$ cat config.mk
export PLATFORM = sky130hd
export DESIGN_NAME = activation_unit_flat
export DESIGN_NICKNAME = d
export VERILOG_FILES = /design/src/rtl/activation_unit_pkg.sv /design/src/rtl/activation_unit_if.sv /design/src/rtl/activation_unit_act_lane.sv /design/src/rtl/activation_unit.sv /design/src/flat_wrapper.sv
export SDC_FILE = /design/constraint.sdc
export NUM_CORES = 1
export LEC_CHECK = 0
export CAP_MARGIN = 20
export CORE_MARGIN = 4
export CORE_UTILIZATION = 50
export CTS_CLUSTER_SIZE = 14
export DETAILED_ROUTE_END_ITERATION = 7
export PLACE_DENSITY_LB_ADDON = 0.2
export SYNTH_ARGS = -nofsm -noshare
export SYNTH_HDL_FRONTEND = slang
export SYNTH_SLANG_ARGS = --single-unit
$ cat constraint.sdc
create_clock -name clk_i -period 4.2 [get_ports clk_i]
set_clock_uncertainty 0.05 [all_clocks]
set_input_delay 0.63 -clock clk_i [delete_from_list [all_inputs] [get_ports clk_i]]
set_output_delay 0.63 -clock clk_i [all_outputs]
set_load 0.05 [all_outputs]
$ cat src/rtl/activation_unit_pkg.sv
// Shared types for the activation unit: element type, activation modes and FSM states.
package types;

  localparam int DATA_TYPE_SIZE = 8;

  typedef logic signed [DATA_TYPE_SIZE-1:0] data_type;

  typedef enum logic [1:0] {
    BYPASS = 2'b00,
    RELU   = 2'b01,
    LEAKY  = 2'b10,
    CLAMP  = 2'b11
  } act_mode_t;

  typedef enum logic [1:0] {
    IDLE = 2'b00,
    PROC = 2'b01,
    DONE = 2'b10
  } state_t;

endpackage

$ cat src/rtl/activation_unit_if.sv
// Vector handshake bundle between a producer/consumer (master) and the activation unit (slave).
interface activation_unit_if
  import types::*;
#(
  parameter int IN_SIZE = 16
);

  act_mode_t mode_i;
  data_type  clamp_max_i;
  logic      in_valid_i;
  logic      in_ready_o;
  data_type  data_i [0:IN_SIZE-1];
  logic      out_valid_o;
  logic      out_ready_i;
  data_type  data_o [0:IN_SIZE-1];
  logic      busy_o;

  modport master (
    output mode_i, clamp_max_i, in_valid_i, data_i, out_ready_i,
    input  in_ready_o, out_valid_o, data_o, busy_o
  );

  modport slave (
    input  mode_i, clamp_max_i, in_valid_i, data_i, out_ready_i,
    output in_ready_o, out_valid_o, data_o, busy_o
  );

endinterface

$ cat src/rtl/activation_unit_act_lane.sv
// Single-element activation function; purely combinational.
module act_lane
  import types::*;
#(
  parameter int LEAK_SHIFT = 3
) (
  input  act_mode_t mode,
  input  data_type  clamp_max,
  input  data_type  x,
  output data_type  y
);

  data_type bound;
  logic     x_neg;

  assign x_neg = x[DATA_TYPE_SIZE-1];

  // Select the activation; a negative clamp bound collapses to zero.
  // NOTE: y gets a default before the case so no path leaves it unassigned (no latch).
  always_comb begin
    bound = clamp_max[DATA_TYPE_SIZE-1] ? '0 : clamp_max;
    y     = x;
    case (mode)
      BYPASS: y = x;
      RELU:   y = x_neg ? '0 : x;
      LEAKY:  y = x_neg ? data_type'(x >>> LEAK_SHIFT) : x;
      CLAMP: begin
        if (x_neg)          y = '0;
        else if (x > bound) y = bound;
        else                y = x;
      end
      default: y = x;
    endcase
  end

endmodule

$ cat src/rtl/activation_unit.sv
// Activation unit: captures a vector, processes LANES elements per beat, then
// presents the result until the consumer accepts it.
module activation_unit
  import types::*;
#(
  parameter int IN_SIZE    = 16,
  parameter int LANES      = 4,
  parameter int LEAK_SHIFT = 3
) (
  input logic             clk_i,
  input logic             rst_ni,
  activation_unit_if.slave bus
);

  localparam int BEATS = IN_SIZE / LANES;
  localparam int BW    = (BEATS > 1) ? $clog2(BEATS) : 1;
  localparam int IW    = (IN_SIZE > 1) ? $clog2(IN_SIZE) : 1;

  state_t          state_q, state_d;
  logic [BW-1:0]   beat_q;
  act_mode_t       mode_q;
  data_type        clamp_q;
  data_type        data_q [0:IN_SIZE-1];
  data_type        out_q  [0:IN_SIZE-1];
  logic            in_ready, out_valid, busy;
  logic            accept, last_beat;
  logic [IW-1:0]   idx    [0:LANES-1];
  data_type        lane_x [0:LANES-1];
  data_type        lane_y [0:LANES-1];

  assign last_beat = (beat_q == BW'(BEATS - 1));
  assign accept    = bus.in_valid_i && in_ready;

  // One lane instance per element processed in a beat.
  for (genvar l = 0; l < LANES; l++) begin : g_lane
    assign idx[l]    = IW'(int'(beat_q) * LANES + l);
    assign lane_x[l] = data_q[idx[l]];

    act_lane #(.LEAK_SHIFT(LEAK_SHIFT)) u_lane (
      .mode      (mode_q),
      .clamp_max (clamp_q),
      .x         (lane_x[l]),
      .y         (lane_y[l])
    );
  end

  // FSM state register.
  always_ff @(posedge clk_i or negedge rst_ni) begin
    if (!rst_ni) state_q <= IDLE;
    else         state_q <= state_d;
  end

  // Next state and handshake outputs; input is refused while reset is held.
  always_comb begin
    state_d   = state_q;
    in_ready  = 1'b0;
    out_valid = 1'b0;
    busy      = (state_q != IDLE);
    case (state_q)
      IDLE: begin
        in_ready = rst_ni;
        if (bus.in_valid_i && rst_ni) state_d = PROC;
      end
      PROC: begin
        if (last_beat) state_d = DONE;
      end
      DONE: begin
        out_valid = 1'b1;
        in_ready  = bus.out_ready_i;
        if (bus.out_ready_i) state_d = bus.in_valid_i ? PROC : IDLE;
      end
      default: state_d = IDLE;
    endcase
  end

  // Capture on accept, then step through the beats writing results.
  // NOTE: the vector registers are reset too because zeroed data_o after reset is observable behaviour.
  always_ff @(posedge clk_i or negedge rst_ni) begin
    if (!rst_ni) begin
      beat_q  <= '0;
      mode_q  <= BYPASS;
      clamp_q <= '0;
      for (int i = 0; i < IN_SIZE; i++) begin
        data_q[i] <= '0;
        out_q[i]  <= '0;
      end
    end else if (accept) begin
      beat_q  <= '0;
      mode_q  <= bus.mode_i;
      clamp_q <= bus.clamp_max_i;
      data_q  <= bus.data_i;
    end else if (state_q == PROC) begin
      beat_q <= last_beat ? '0 : beat_q + 1'b1;
      for (int l = 0; l < LANES; l++) out_q[idx[l]] <= lane_y[l];
    end
  end

  assign bus.in_ready_o  = in_ready;
  assign bus.out_valid_o = out_valid;
  assign bus.busy_o      = busy;
  assign bus.data_o      = out_q;

endmodule

$ cat src/flat_wrapper.sv
// flat-port wrapper written by rule: the top's interface ports become plain ports
module activation_unit_flat import types::*;
#(
  parameter int IN_SIZE    = 16,
  parameter int LANES      = 4,
  parameter int LEAK_SHIFT = 3
)
  (clk_i, rst_ni, bus_mode_i, bus_clamp_max_i, bus_in_valid_i, bus_data_i, bus_out_ready_i, bus_in_ready_o, bus_out_valid_o, bus_data_o, bus_busy_o);
  activation_unit_if #(.IN_SIZE(IN_SIZE)) bus_i ();
  input logic clk_i;
  input logic rst_ni;
  input wire logic [$bits(bus_i.mode_i)-1:0] bus_mode_i;
  input wire logic [$bits(bus_i.clamp_max_i)-1:0] bus_clamp_max_i;
  input wire logic [$bits(bus_i.in_valid_i)-1:0] bus_in_valid_i;
  input wire logic [$bits(bus_i.data_i)-1:0] bus_data_i;
  input wire logic [$bits(bus_i.out_ready_i)-1:0] bus_out_ready_i;
  output wire logic [$bits(bus_i.in_ready_o)-1:0] bus_in_ready_o;
  output wire logic [$bits(bus_i.out_valid_o)-1:0] bus_out_valid_o;
  output wire logic [$bits(bus_i.data_o)-1:0] bus_data_o;
  output wire logic [$bits(bus_i.busy_o)-1:0] bus_busy_o;
  assign bus_i.mode_i = bus_mode_i;
  assign bus_i.clamp_max_i = bus_clamp_max_i;
  assign bus_i.in_valid_i = bus_in_valid_i;
  assign bus_i.data_i = {>>{bus_data_i}};
  assign bus_i.out_ready_i = bus_out_ready_i;
  assign bus_in_ready_o = bus_i.in_ready_o;
  assign bus_out_valid_o = bus_i.out_valid_o;
  assign bus_data_o = {>>{bus_i.data_o}};
  assign bus_busy_o = bus_i.busy_o;
  activation_unit #(.IN_SIZE(IN_SIZE), .LANES(LANES), .LEAK_SHIFT(LEAK_SHIFT)) u_core (.clk_i(clk_i), .rst_ni(rst_ni), .bus(bus_i));
endmodule
# Word-level counts from Yosys, hierarchy flattened
# Cells that the tools add are included.
[totals]
ff_bits = 270
inputBits = 142
output_inout_bits = 131
[classes]
n_addsub = 4
order_cmp = 12
n_eq_ne = 9
n_mux = 55
n_bitwise = 5
n_reduce_logical = 12
[ops]
columns = ["operator", "n"]
rows = [
  ["$bwmux W128", 4],
  ["$mux W8", 24],
  ["$bmux W8 S4", 4],
  ["$demux W8 S4", 4],
  ["$pmux W8 S4", 4],
  ["$mux W7", 5],
  ["$gt A8 B8 Y1", 4],
  ["$ge A5 B5 Y1 const B", 4],
  ["$lt A5 B1 Y1 const B", 4],
  ["$not A4 Y5", 4],
  ["$mux W2", 6],
  ["$add A4 B2 Y4 const B", 2],
  ["$eq A2 B2 Y1 const B", 4],
  ["$logic_and A1 B1 Y1", 6],
  ["$pmux W2 S3", 1],
  ["$add A4 B1 Y4 const B", 1],
  ["$eq A2 B1 Y1 const B", 2],
  ["$logic_not A2 Y1", 2],
  ["$ne A2 B1 Y1 const B", 2],
  ["$reduce_bool A2 Y1", 2],
  ["$reduce_and A3 Y1", 1],
  ["$add A2 B1 Y2 const B", 1],
  ["$mux W1", 2],
  ["$ne A2 B2 Y1 const B", 1],
  ["other kinds (3)", 3],
]

# Logic depth before layout (Yosys ltp)
# Gate-level depths: netlist of run 1.
[logic_depth]
ltp_word = 12
ltp_mapped = 15
depth_no_buf = 11

# Cells and area by module
# A second synthesis of run 1 with hierarchy kept.
[unflattened]
hier_cells = 1017
area_unflattened_um2 = 13412.9
[modules_own_cells]
columns = ["mod", "n_inst", "cells_per_inst", "area_each_um2", "seq_area_each_um2"]
rows = [
  ["activation_unit", 1, 629, 10835.4, 6756.5],
  ["act_lane", 4, 97, 644.4, 0.0],
]

# Least setup slack after synthesis of run 1
# No wires, ideal clock.
[synth_path]
kind = "register to register"
start = "register u_core.beat_q[0]"
end = "register u_core.out_q, in the netlist u_core.bus.data_o[10]"
arrival_ns = 3.323
t_required_ns = 4.011
path_slack_ns = 0.688
stages_incl_launch_ff = 12
path_buffers = 3
synth_period_minus_slack_ns = 3.512
cell_sequence = "dfrtp_1 -> buf_6 -> buf_6 -> buf_6 -> mux4_2 -> ha_1 -> and4_1 -> a211o_1 -> a31oi_4 -> mux2_2 -> a221oi_1 -> a21oi_1"
[synth_via]
elab_chain_len = 12
[synth_lines]
columns = ["item", "line_no", "rtl"]
rows = [
  ["start, declared", "activation_unit.sv:20", "logic [BW-1:0] beat_q;"],
  ["start signal, assigned", "activation_unit.sv:93", "beat_q <= last_beat ? '0 : beat_q + 1'b1;"],
  ["$add A4 B1 Y4 or $not A4 Y5 (tied branches)", "activation_unit.sv:36, activation_unit.sv:37, activation_unit.sv:94", ""],
  ["$not A4 Y5 (implied by the code) or $bmux W8 S4 (tied branches)", "activation_unit.sv:37, activation_unit.sv:94", ""],
  ["$bmux W8 S4 or $mux W8 (tied branches)", "activation_unit.sv:37", "assign lane_x[l] = data_q[idx[l]];"],
  ["$mux W8 (implied by the code)", "activation_unit.sv:37", ""],
  ["$mux W8 (implied by the code) or $gt A8 B8 Y1 (tied branches)", "activation_unit.sv:37, activation_unit_act_lane.sv:29", ""],
  ["$gt A8 B8 Y1 or $mux W8 (tied branches)", "activation_unit_act_lane.sv:29", "else if (x > bound) y = bound;"],
  ["$mux W8, on equally long branches", "activation_unit_act_lane.sv:29, activation_unit_act_lane.sv:28", ""],
  ["$mux W8 or $pmux W8 S4 (tied branches)", "activation_unit_act_lane.sv:28, activation_unit_act_lane.sv:23", ""],
  ["$pmux W8 S4 or $bwmux W128 (tied branches)", "activation_unit_act_lane.sv:23, activation_unit.sv:94", ""],
  ["$bwmux W128 (2 in a row)", "activation_unit.sv:94", "for (int l = 0; l < LANES; l++) out_q[idx[l]] <= lane_y[l];"],
  ["$bwmux W128 *", "activation_unit.sv:94", ""],
  ["end signal, assigned by index", "activation_unit.sv:85", "out_q[i] <= '0;"],
  ["end, declared", "activation_unit.sv:24", "data_type out_q [0:IN_SIZE-1];"],
]
# Every way passes the cells marked *; elsewhere a longest branch is shown, timed or not. The select of a mux whose other input is x is not followed.
# A chain may end at the register's enable or synchronous reset.

# Final worst setup path of run 1
[layout_path]
start = "register u_core.beat_q[0]"
end = "register u_core.out_q, in the netlist u_core.bus.data_o[54]"
# Same word-level chain as after synthesis.

==> results of run 1 <==
## final cells by class
type                    count  share of cell area
clock buffers              40              0.0507
inverters                  19             0.00427
well taps                 324              0.0243
multi-input cells         713               0.324
clock inverters            10              0.0104
flip-flops and latches    270               0.405
repair buffers            301               0.182
## layout by cell type, fill, tap and decap left out, types with 5 or more instances in the layout
cell type and count:
o31ai_1 28, a221oi_1 9, nand2_1 116, nor2_1 75
mux2i_1 8, mux4_2 26, o211ai_1 9, clkbuf_8 10
a31oi_1 18, clkbuf_16 28, buf_12 5, clkdlybuf4s50_1 271
nor3_1 17, a21oi_1 55, a21o_1 5, o21ai_0 60
nand2b_1 15, nor2b_1 12, mux2_2 153, ha_1 32
and2_1 8, buf_4 22, nand3_1 6, dfrtp_1 268
o21ai_1 14, inv_1 18
## kinds of logic after synthesis
logic type | count (synthesis) | share of synthesized area
compound gates | 233 | 0.118
fa+ha+maj | 33 | 0.0329
buf+inv | 81 | 0.0266
flops | 270 | 0.541
mux | 187 | 0.191
simple gates | 260 | 0.0903
## sequential cells by signal, summed over array words and instances, names as in the netlist
| register | count |
|---|---|
| u_core.beat_q | 2 |
| u_core.bus.data_o | 128 |
| u_core.clamp_q | 8 |
| u_core.data_q | 128 |
| u_core.mode_q | 2 |
| u_core.state_q | 2 |
## worst max-delay path by stage
stage / end / slack (ns) / depth (start not counted)
floorplan: u_core.bus.data_o[10]$_DFFE_PN0P_ / 0.69 / 11
global placement: u_core.bus.data_o[54]$_DFFE_PN0P_ / 0.47 / 9
detailed placement: u_core.bus.data_o[54]$_DFFE_PN0P_ / 0.36 / 9
CTS: u_core.bus.data_o[54]$_DFFE_PN0P_ / 0.33 / 9
global route: u_core.bus.data_o[116]$_DFFE_PN0P_ / 0.03 / 9
finish: u_core.bus.data_o[54]$_DFFE_PN0P_ / 0.33 / 9
## per-stage QoR
stage	utilization	hold WS, ns	setup slack, ns	cell area [sq um]	instances
finish	0.682	0.429	0.335	16700	1677
global route	0.682	0.454	0.0347	16700	1677
CTS	0.681	0.433	0.330	16700	1676
detailed placement	0.639	0.419	0.363	15600	1625
global placement	0.639	0.412	0.469	15600	1625
floorplan	-	0.284	0.688	12500	1064
## routing by layer
layer  global-route usage  wire length [um]
met3               0.0517              2540
met4               0.0592               779
met5                    0                 0
met1                0.358             15300
met2                0.369             15500
## worst min-delay path, stage by stage, from the launching register on
cell and delay [ns]:
dfrtp_1 0.34, nand2_1 0.05, o21ai_0 0.06
==> impl_metrics.csv, run 1 <==
group,metric,value,unit
run_status,outcome,"complete, no violations",
synth,synthTopCellsByArea,"dfrtp_1, mux2_2, mux4_2",
synth,synth_common_cells,"dfrtp_1, mux2_2, nand2_1, nor2_1, o21ai_0",
clock_tree,clk_pin_slew,0.06,ns
route,dr.pass1.iters,5,
final_layout,area_delta_synth_final,33.6,%
clock_tree,clock_path_buffers,3,
critical_path,crit_start,"u_core.beat_q[0]$_DFFE_PN0P_",
job,max-cap-violations,0,
route,avgRoutedWirePerCell,20.4,um
clock_tree,cts_max_level,1,
clock_tree,cts_buffers,28,
timing,finalSetupViolCount,0,
synth,synth_top_area_share,0.541,
placed_design,place.gp.congestion,0.894,
synth,yosysSeqAreaShare,0.541,
global_routing,grt_pass1_vias,9530,
placed_design,dp_hpwl,25000,um
synth,ys_warn_count,0,
critical_path,startpoint_type,"flop",
critical_path,reg2reg_slack,0.33,ns
final_layout,seq_area,6760,sq um
final_layout,drive_gt1_frac,0.195,
timing,fmax,259,MHz
synth,synth.most_common_cell,"dfrtp_1",
clock_tree,cts_tree,"yes",
clock_tree,cts_resized,0,
global_routing,grt_max_degree,82,
floorplan,core,24500,sq um
synth,syn_area,12500,sq um
floorplan,die_area,27600,sq um
timing,hold_violations,0,
clock_tree,clockRootBuffer,"clkbuf_16",
critical_path,critPathMaxFanout,13,
route,vias_per_cell,5.64,
worst_hold_path,min_path_cells,2,
floorplan,initial_utilization,0.510,
final_layout,multi_input_area,5400,sq um
synth,yosys.area.top_type,"dfrtp_1",
timing,finalMaxSlewViolations,0,
critical_path,cp_data_arrival_time,4.26,ns
critical_path,max_stage_delay,0.66,ns
synth,synth_cells,1064,
critical_path,timing.rr.start,"u_core.beat_q[0]$_DFFE_PN0P_",
synth,synth_edf_count,0,
critical_path,r2r_cells,9,
timing,fin_crit,3.87,ns
critical_path,cp_slowest_cell,"nor3_1",
clock_tree,clock-sinks,270,
critical_path,r2r-end,"u_core.bus.data_o[54]$_DFFE_PN0P_",
final_layout,antenna_cells,0,
floorplan,pin_count,273,
floorplan,rows,57,
global_routing,antenna_found_initial,0,
timing,finalCritPeriodShare,0.920,
route,drt-initial-drc-count,971,
route,post-route-drc-count,0,
synth,synth_top_flop_cell,"dfrtp_1",
clock_tree,hold_buffers,1,
critical_path,worst_path_dominant_cell_family,"multiplexers",
floorplan,dieHeight,166,um
global_routing,grt_use_total,0.242,
critical_path,cp-end-kind,"flop",
worst_hold_path,hp-class,"flop to flop",
worst_hold_path,min_from,"u_core.bus.data_o[119]$_DFFE_PN0P_",
synth,avgSynthCellArea,11.7,sq um
placed_design,portBuffers,272,
timing,finalSetupTns,0,ns
floorplan,die_w,166,um
global_routing,grt_pass1_wl,53800,um
timing,tightest_slew,0.863,ns
critical_path,path_buf_inv,1,
critical_path,crit_type,"flop to flop",
synth,synth_cell_type_count,49,
critical_path,required,4.59,ns
synth,synth_seq_cells,270,
final_layout,fillers,1791,
critical_path,crit_path_cell_trace,"buf_4 -> mux4_2 -> ha_1 -> nand2_1 -> o21ai_0 -> a221oi_1 -> nor3_1 -> mux2_2 -> o31ai_1",
final_layout,nets,1507,
timing,rsz0062_at_grt,"no",
clock_tree,post_cts_buffers,0,
timing,slew_headroom,0.425,
clock_tree,insertion_delay,0.56,ns
route,vias,9463,
worst_hold_path,hold_end,"u_core.bus.data_o[119]$_DFFE_PN0P_",
route,antenna_left,0,
synth,ys_async_sr_fraction,1.00,
global_routing,grt_overflow,0,
synth,synthesis.nets,1238,
route,totalWireLength,34100,um
Power of run 1 is not shown: default switching activity piles up to over one toggle a cycle in this logic, so the estimate is an artifact.
==> run 2, diff against run 1 <==
Settings changed: REMOVE_ABC_BUFFERS from default to 1.
Clock period 4.2 ns to 4.8 ns, I/O delays scaled along.
==> impl_metrics.csv, run 2 (synthesis gave the netlist of run 1 again) <==
group,metric,value,unit
critical_path,path_buf_inv,1,
critical_path,required,5.12,ns
clock_tree,insertion_delay,0.53,ns
critical_path,cp_data_arrival_time,4.57,ns
route,vias,9493,
critical_path,max_stage_delay,0.82,ns
critical_path,crit_start,"u_core.beat_q[0]$_DFFE_PN0P_",
worst_hold_path,hp-class,"primary input to asynchronous set/reset pin",
route,antenna_left,0,
clock_tree,cts_tree,"yes",
global_routing,grt_overflow,0,
critical_path,critPathMaxFanout,24,
clock_tree,hold_buffers,0,
critical_path,crit_cells,9,
global_routing,grt_pass1_wl,53100,um
critical_path,crit_type,"flop to flop",
critical_path,r2r-end,"u_core.bus.data_o[112]$_DFFE_PN0P_",
timing,hold-worst-slack,0.0846,ns
global_routing,antenna_found_initial,2,
floorplan,initial_utilization,0.510,
critical_path,timing.rr.start,"u_core.beat_q[0]$_DFFE_PN0P_",
final_layout,multi_input_area,5400,sq um
clock_tree,cts_resized,0,
clock_tree,clockRootBuffer,"clkbuf_16",
final_layout,antenna_cells,0,
critical_path,cp-end-kind,"flop",
global_routing,grt_pass1_vias,9441,
placed_design,dp.cells,1619,
route,totalWireLength,33400,um
final_layout,drive_gt1_frac,0.188,
critical_path,crit_path_end,"u_core.bus.data_o[112]$_DFFE_PN0P_",
clock_tree,cts_max_level,1,
placed_design,place.gp.congestion,0.875,
critical_path,cpMostUsedCell,"o21ai_0",
floorplan,dieHeight,166,um
clock_tree,cts_buffers,28,
final_layout,fin_cells,1667,
final_layout,fillers,1870,
timing,slew_headroom,0.348,
final_layout,fin_util,0.671,
final_layout,final_common_cell,"clkdlybuf4s50_1",
floorplan,die_area,27600,sq um
critical_path,startpoint_type,"flop",
timing,finalMaxSlewViolations,0,
timing,fmax,235,MHz
placed_design,portBuffers,272,
route,vias_per_cell,5.69,
clock_tree,clock-sinks,270,
clock_tree,clock_path_buffers,3,
floorplan,rows,57,
route,dr.pass1.iters,5,
timing,fin_crit,4.25,ns
global_routing,grt_use_total,0.236,
route,drt-initial-drc-count,933,
final_layout,final_cell_mix,"clkdlybuf4s50_1, dfrtp_1, mux2_2",
clock_tree,post_cts_buffers,0,
timing,rsz0062_at_grt,"no",
critical_path,reg2reg_slack,0.55,ns
timing,finalCritPeriodShare,0.886,
critical_path,cp_slowest_cell,"dfrtp_2",
final_layout,nets,1499,
timing,tightest_slew,0.978,ns
final_layout,area_delta_synth_final,31.5,%
job,max-cap-violations,0,
route,post-route-drc-count,0,
route,avgRoutedWirePerCell,20.0,um
clock_tree,clk_pin_slew,0.06,ns
final_layout,seq_area,6760,sq um
run_status,outcome,"complete, no violations",
timing,finalSetupViolCount,0,
timing,hold_violations,0,
floorplan,die_w,166,um
global_routing,grt_max_degree,81,
critical_path,r2r_cells,9,
critical_path,crit_path_cell_trace,"buf_4 -> mux4_2 -> ha_1 -> nand2_1 -> o21ai_0 -> a221oi_1 -> o21ai_0 -> a221oi_1 -> o21ai_0",
floorplan,core,24500,sq um
floorplan,pin_count,273,
placed_design,dp_hpwl,24100,um
critical_path,worst_path_dominant_cell_family,"compound AO/OA/AOI/OAI gates",
run 2: how the worst min path moves through the flow:
| stage | startpoint | cells after the start | end | slack (ns) |
|---|---|---|---|---|
| after floorplan | rst_ni | 0 | u_core.beat_q[0]$_DFFE_PN0P_ | 0.37 |
| after global placement | u_core.bus.data_o[87]$_DFFE_PN0P_ | 2 | u_core.bus.data_o[87]$_DFFE_PN0P_ | 0.41 |
| after detailed placement | u_core.bus.data_o[85]$_DFFE_PN0P_ | 2 | u_core.bus.data_o[85]$_DFFE_PN0P_ | 0.42 |
| after CTS | rst_ni | 1 | u_core.data_q[16]$_DFFE_PN0P_ | 0.08 |
| after global routing | rst_ni | 1 | u_core.data_q[32]$_DFFE_PN0P_ | 0.11 |
| final | rst_ni | 1 | u_core.data_q[32]$_DFFE_PN0P_ | 0.08 |
run 2: final cells by class:
type / count / share of cell area
timing repair buffer: 293 / 0.177
tap: 324 / 0.0247
inverter: 19 / 0.00434
sequential: 270 / 0.412
multi-input combinational: 713 / 0.329
clock inverter: 9 / 0.00351
clock buffer: 39 / 0.0502
run 2: worst reg2reg max path, cell delays in order, from the launching register on:
cell and delay, ns:
dfrtp_2 0.82, buf_4 0.31, mux4_2 0.57, ha_1 0.32
nand2_1 0.09, o21ai_0 0.13, a221oi_1 0.67, o21ai_0 0.20
a221oi_1 0.71, o21ai_0 0.23
run 2: through the flow:
| step | setup slack [ns] | setup TNS [ns] | instance area [sq um] |
|---|---|---|---|
| global placement | 0.798 | 0 | 15500 |
| CTS | 0.657 | 0 | 16400 |
| floorplan | -0.636 | -89.00 | 12200 |
| global route | 0.212 | 0 | 16400 |
| detailed placement | 0.659 | 0 | 15500 |
| finish | 0.549 | 0 | 16400 |
run 2: layer usage:
metal | GRT usage | wire [um] | part of all wire | up-vias
met5 | 0 | 26 | 0.00078 | -
met4 | 0.0520 | 674 | 0.020 | 4
met3 | 0.0509 | 2280 | 0.068 | 53
met2 | 0.367 | 15000 | 0.45 | 350
met1 | 0.345 | 15400 | 0.46 | 4718
li1 | - | - | - | 4368
Power of run 2 is left out for the same reason.
==> run 3, diff against run 2 <==
Settings changed: ABC_AREA from default to 1.
==> impl_metrics.csv, run 3 <==
group,metric,value,unit
clock_tree,hold_buffers,0,
final_layout,final_common_cell,"nand2_1",
timing,finalMaxSlewViolations,0,
placed_design,dpl_cell_area,16400,sq um
timing,finalSetupViolCount,0,
route,antenna_left,0,
synth,ys_warn_count,0,
route,drt-initial-drc-count,1239,
synth,syn_area,13600,sq um
floorplan,initial_utilization,0.506,
final_layout,final_cell_mix,"nand2_1, clkdlybuf4s50_1, dfrtp_1",
floorplan,rows,60,
critical_path,cp_data_arrival_time,3.88,ns
placed_design,dp_hpwl,27200,um
timing,finalCritPeriodShare,0.720,
clock_tree,cts_tree,"yes",
final_layout,fillers,2375,
synth,synth_edf_count,0,
clock_tree,clockRootBuffer,"clkbuf_16",
timing,hold_violations,0,
clock_tree,cts_buffers,27,
synth,yosys.area.top_type,"dfrtp_1",
critical_path,reg2reg_slack,1.34,ns
synth,synth_top_flop_cell,"dfrtp_1",
clock_tree,clock-sinks,270,
placed_design,portBuffers,272,
synth,yosysSeqAreaShare,0.498,
final_layout,fin_cells,2370,
timing,tightest_slew,1.04,ns
final_layout,drive_gt1_frac,0.0695,
clock_tree,clk_pin_slew,0.06,ns
critical_path,crit_type,"flop to flop",
global_routing,grt_use_total,0.257,
final_layout,antenna_cells,0,
timing,rsz0062_at_grt,"no",
synth,synth_cells,1778,
global_routing,grt_pass1_wl,63700,um
floorplan,pin_count,273,
floorplan,die_area,29800,sq um
critical_path,critPathMaxFanout,57,
placed_design,dp.cells,2324,
timing,worst_slack,1.34,ns
clock_tree,insertion_delay,0.54,ns
run_status,outcome,"complete, no violations",
timing,fin_crit,3.46,ns
synth,synth.most_common_cell,"nand2_1",
critical_path,timing.rr.start,"u_core.beat_q[0]$_DFFE_PN0P_",
placed_design,place.gp.congestion,0.893,
critical_path,r2r_cells,19,
synth,synth_seq_cells,270,
global_routing,grt_max_degree,100,
floorplan,core,26800,sq um
floorplan,dieHeight,173,um
clock_tree,post_cts_buffers,0,
clock_tree,cts_resized,0,
synth,synth_top_area_share,0.498,
synth,synth_cell_type_count,34,
route,totalWireLength,39200,um
route,dr.pass1.iters,5,
route,avgRoutedWirePerCell,16.6,um
critical_path,required,5.22,ns
timing,slew_headroom,0.308,
route,vias_per_cell,5.27,
worst_hold_path,hp-class,"primary input to asynchronous set/reset pin",
final_layout,area_delta_synth_final,27.7,%
critical_path,cp-end-kind,"flop",
synth,ys_async_sr_fraction,1.00,
global_routing,antenna_found_initial,1,
global_routing,grt_overflow,0,
synth,avgSynthCellArea,7.62,sq um
route,post-route-drc-count,0,
final_layout,final_area,17300,sq um
timing,hold-worst-slack,0.0610,ns
clock_tree,cts_max_level,1,
critical_path,r2r-end,"u_core.bus.data_o[12]$_DFFE_PN0P_",
final_layout,nets,2187,
synth,synthTopCellsByArea,"dfrtp_1, nand2_1, nand3_1",
critical_path,crit_start,"u_core.beat_q[0]$_DFFE_PN0P_",
critical_path,startpoint_type,"flop",
global_routing,grt_pass1_vias,12100,
floorplan,die_w,173,um
placed_design,dpl_worst_slack,1.48,ns
route,vias,12500,
timing,fmax,289,MHz
synth,synth_common_cells,"nand2_1, dfrtp_1, nand3_1, inv_1, o21ai_0",
clock_tree,clock_path_buffers,3,
job,max-cap-violations,0,
run 3: changes by cell type after synthesis, sizes merged, moves of 19 or more:
cell / previous run / this run
buf: 12 / 55
or2: 2 / 28
inv: 18 / 128
a31oi: 19 / 0
mux4: 26 / 0
clkbuf: 50 / 27
nand3: 6 / 153
o31ai: 28 / 1
nand2: 116 / 868
nor2: 75 / 34
mux2: 153 / 0
run 3: area by class of cell:
cell class	count	area (sq um)	area share
flip-flops and latches	270	6760	0.390
well taps	341	427	0.0246
clock buffers	37	763	0.0441
inverters	131	495	0.0286
multi-input cells	1295	5890	0.340
clock inverters	8	115	0.00665
repair buffers	288	2870	0.166
run 3: worst max-delay path, stage by stage, from the launching register on:
cell	delay, ns
dfrtp_2	0.40
inv_2	0.24
buf_4	0.59
nand2_1	0.10
nand3_1	0.09
nand2_1	0.19
inv_1	0.17
ha_1	0.13
nand2_1	0.06
nor2_1	0.22
nand2_1	0.08
nand3_1	0.07
nand2_1	0.05
nand2_1	0.24
nand2_4	0.12
nand2_1	0.08
nand3_1	0.09
nand2_1	0.17
nand3_1	0.11
nand2_1	0.09
run 3: per-stage QoR:
step,utilization,setup TNS (ns)
detailed placement,0.612,0
global route,0.646,0
global placement,0.612,0
floorplan,-,-206.40
finish,0.646,0
CTS,0.645,0
run 3: worst max-delay path by stage:
stage | slack, ns | cells past startpoint | endpoint
floorplan | -1.68 | 9 | u_core.beat_q[1]$_DFFE_PN0P_
global placement | 1.50 | 18 | u_core.bus.data_o[9]$_DFFE_PN0P_
detailed placement | 1.48 | 18 | u_core.bus.data_o[9]$_DFFE_PN0P_
CTS | 1.39 | 19 | u_core.bus.data_o[12]$_DFFE_PN0P_
global route | 1.03 | 19 | u_core.bus.data_o[108]$_DFFE_PN0P_
finish | 1.34 | 19 | u_core.bus.data_o[12]$_DFFE_PN0P_
run 3: metal layers:
layer	global-route usage	share of wire	vias up
met5	0	0.00051	-
li1	-	-	6036
met4	0.0555	0.018	2
met1	0.380	0.45	5865
met3	0.0470	0.086	54
met2	0.401	0.44	534
run 3: cells by family (layout without fill, tap and decap cells):
| logic type | count (synthesis) | after routing | share of synthesized area |
|---|---|---|---|
| AND/OR/NAND/NOR | 1091 | 1091 | 0.331 |
| flip-flops | 270 | 270 | 0.498 |
| buffers and inverters | 213 | 464 | 0.0682 |
| AO/OA/AOI/OAI | 172 | 172 | 0.0724 |
| adder cells (fa/ha/maj) | 32 | 32 | 0.0295 |
Power of run 3 is left out for the same reason.
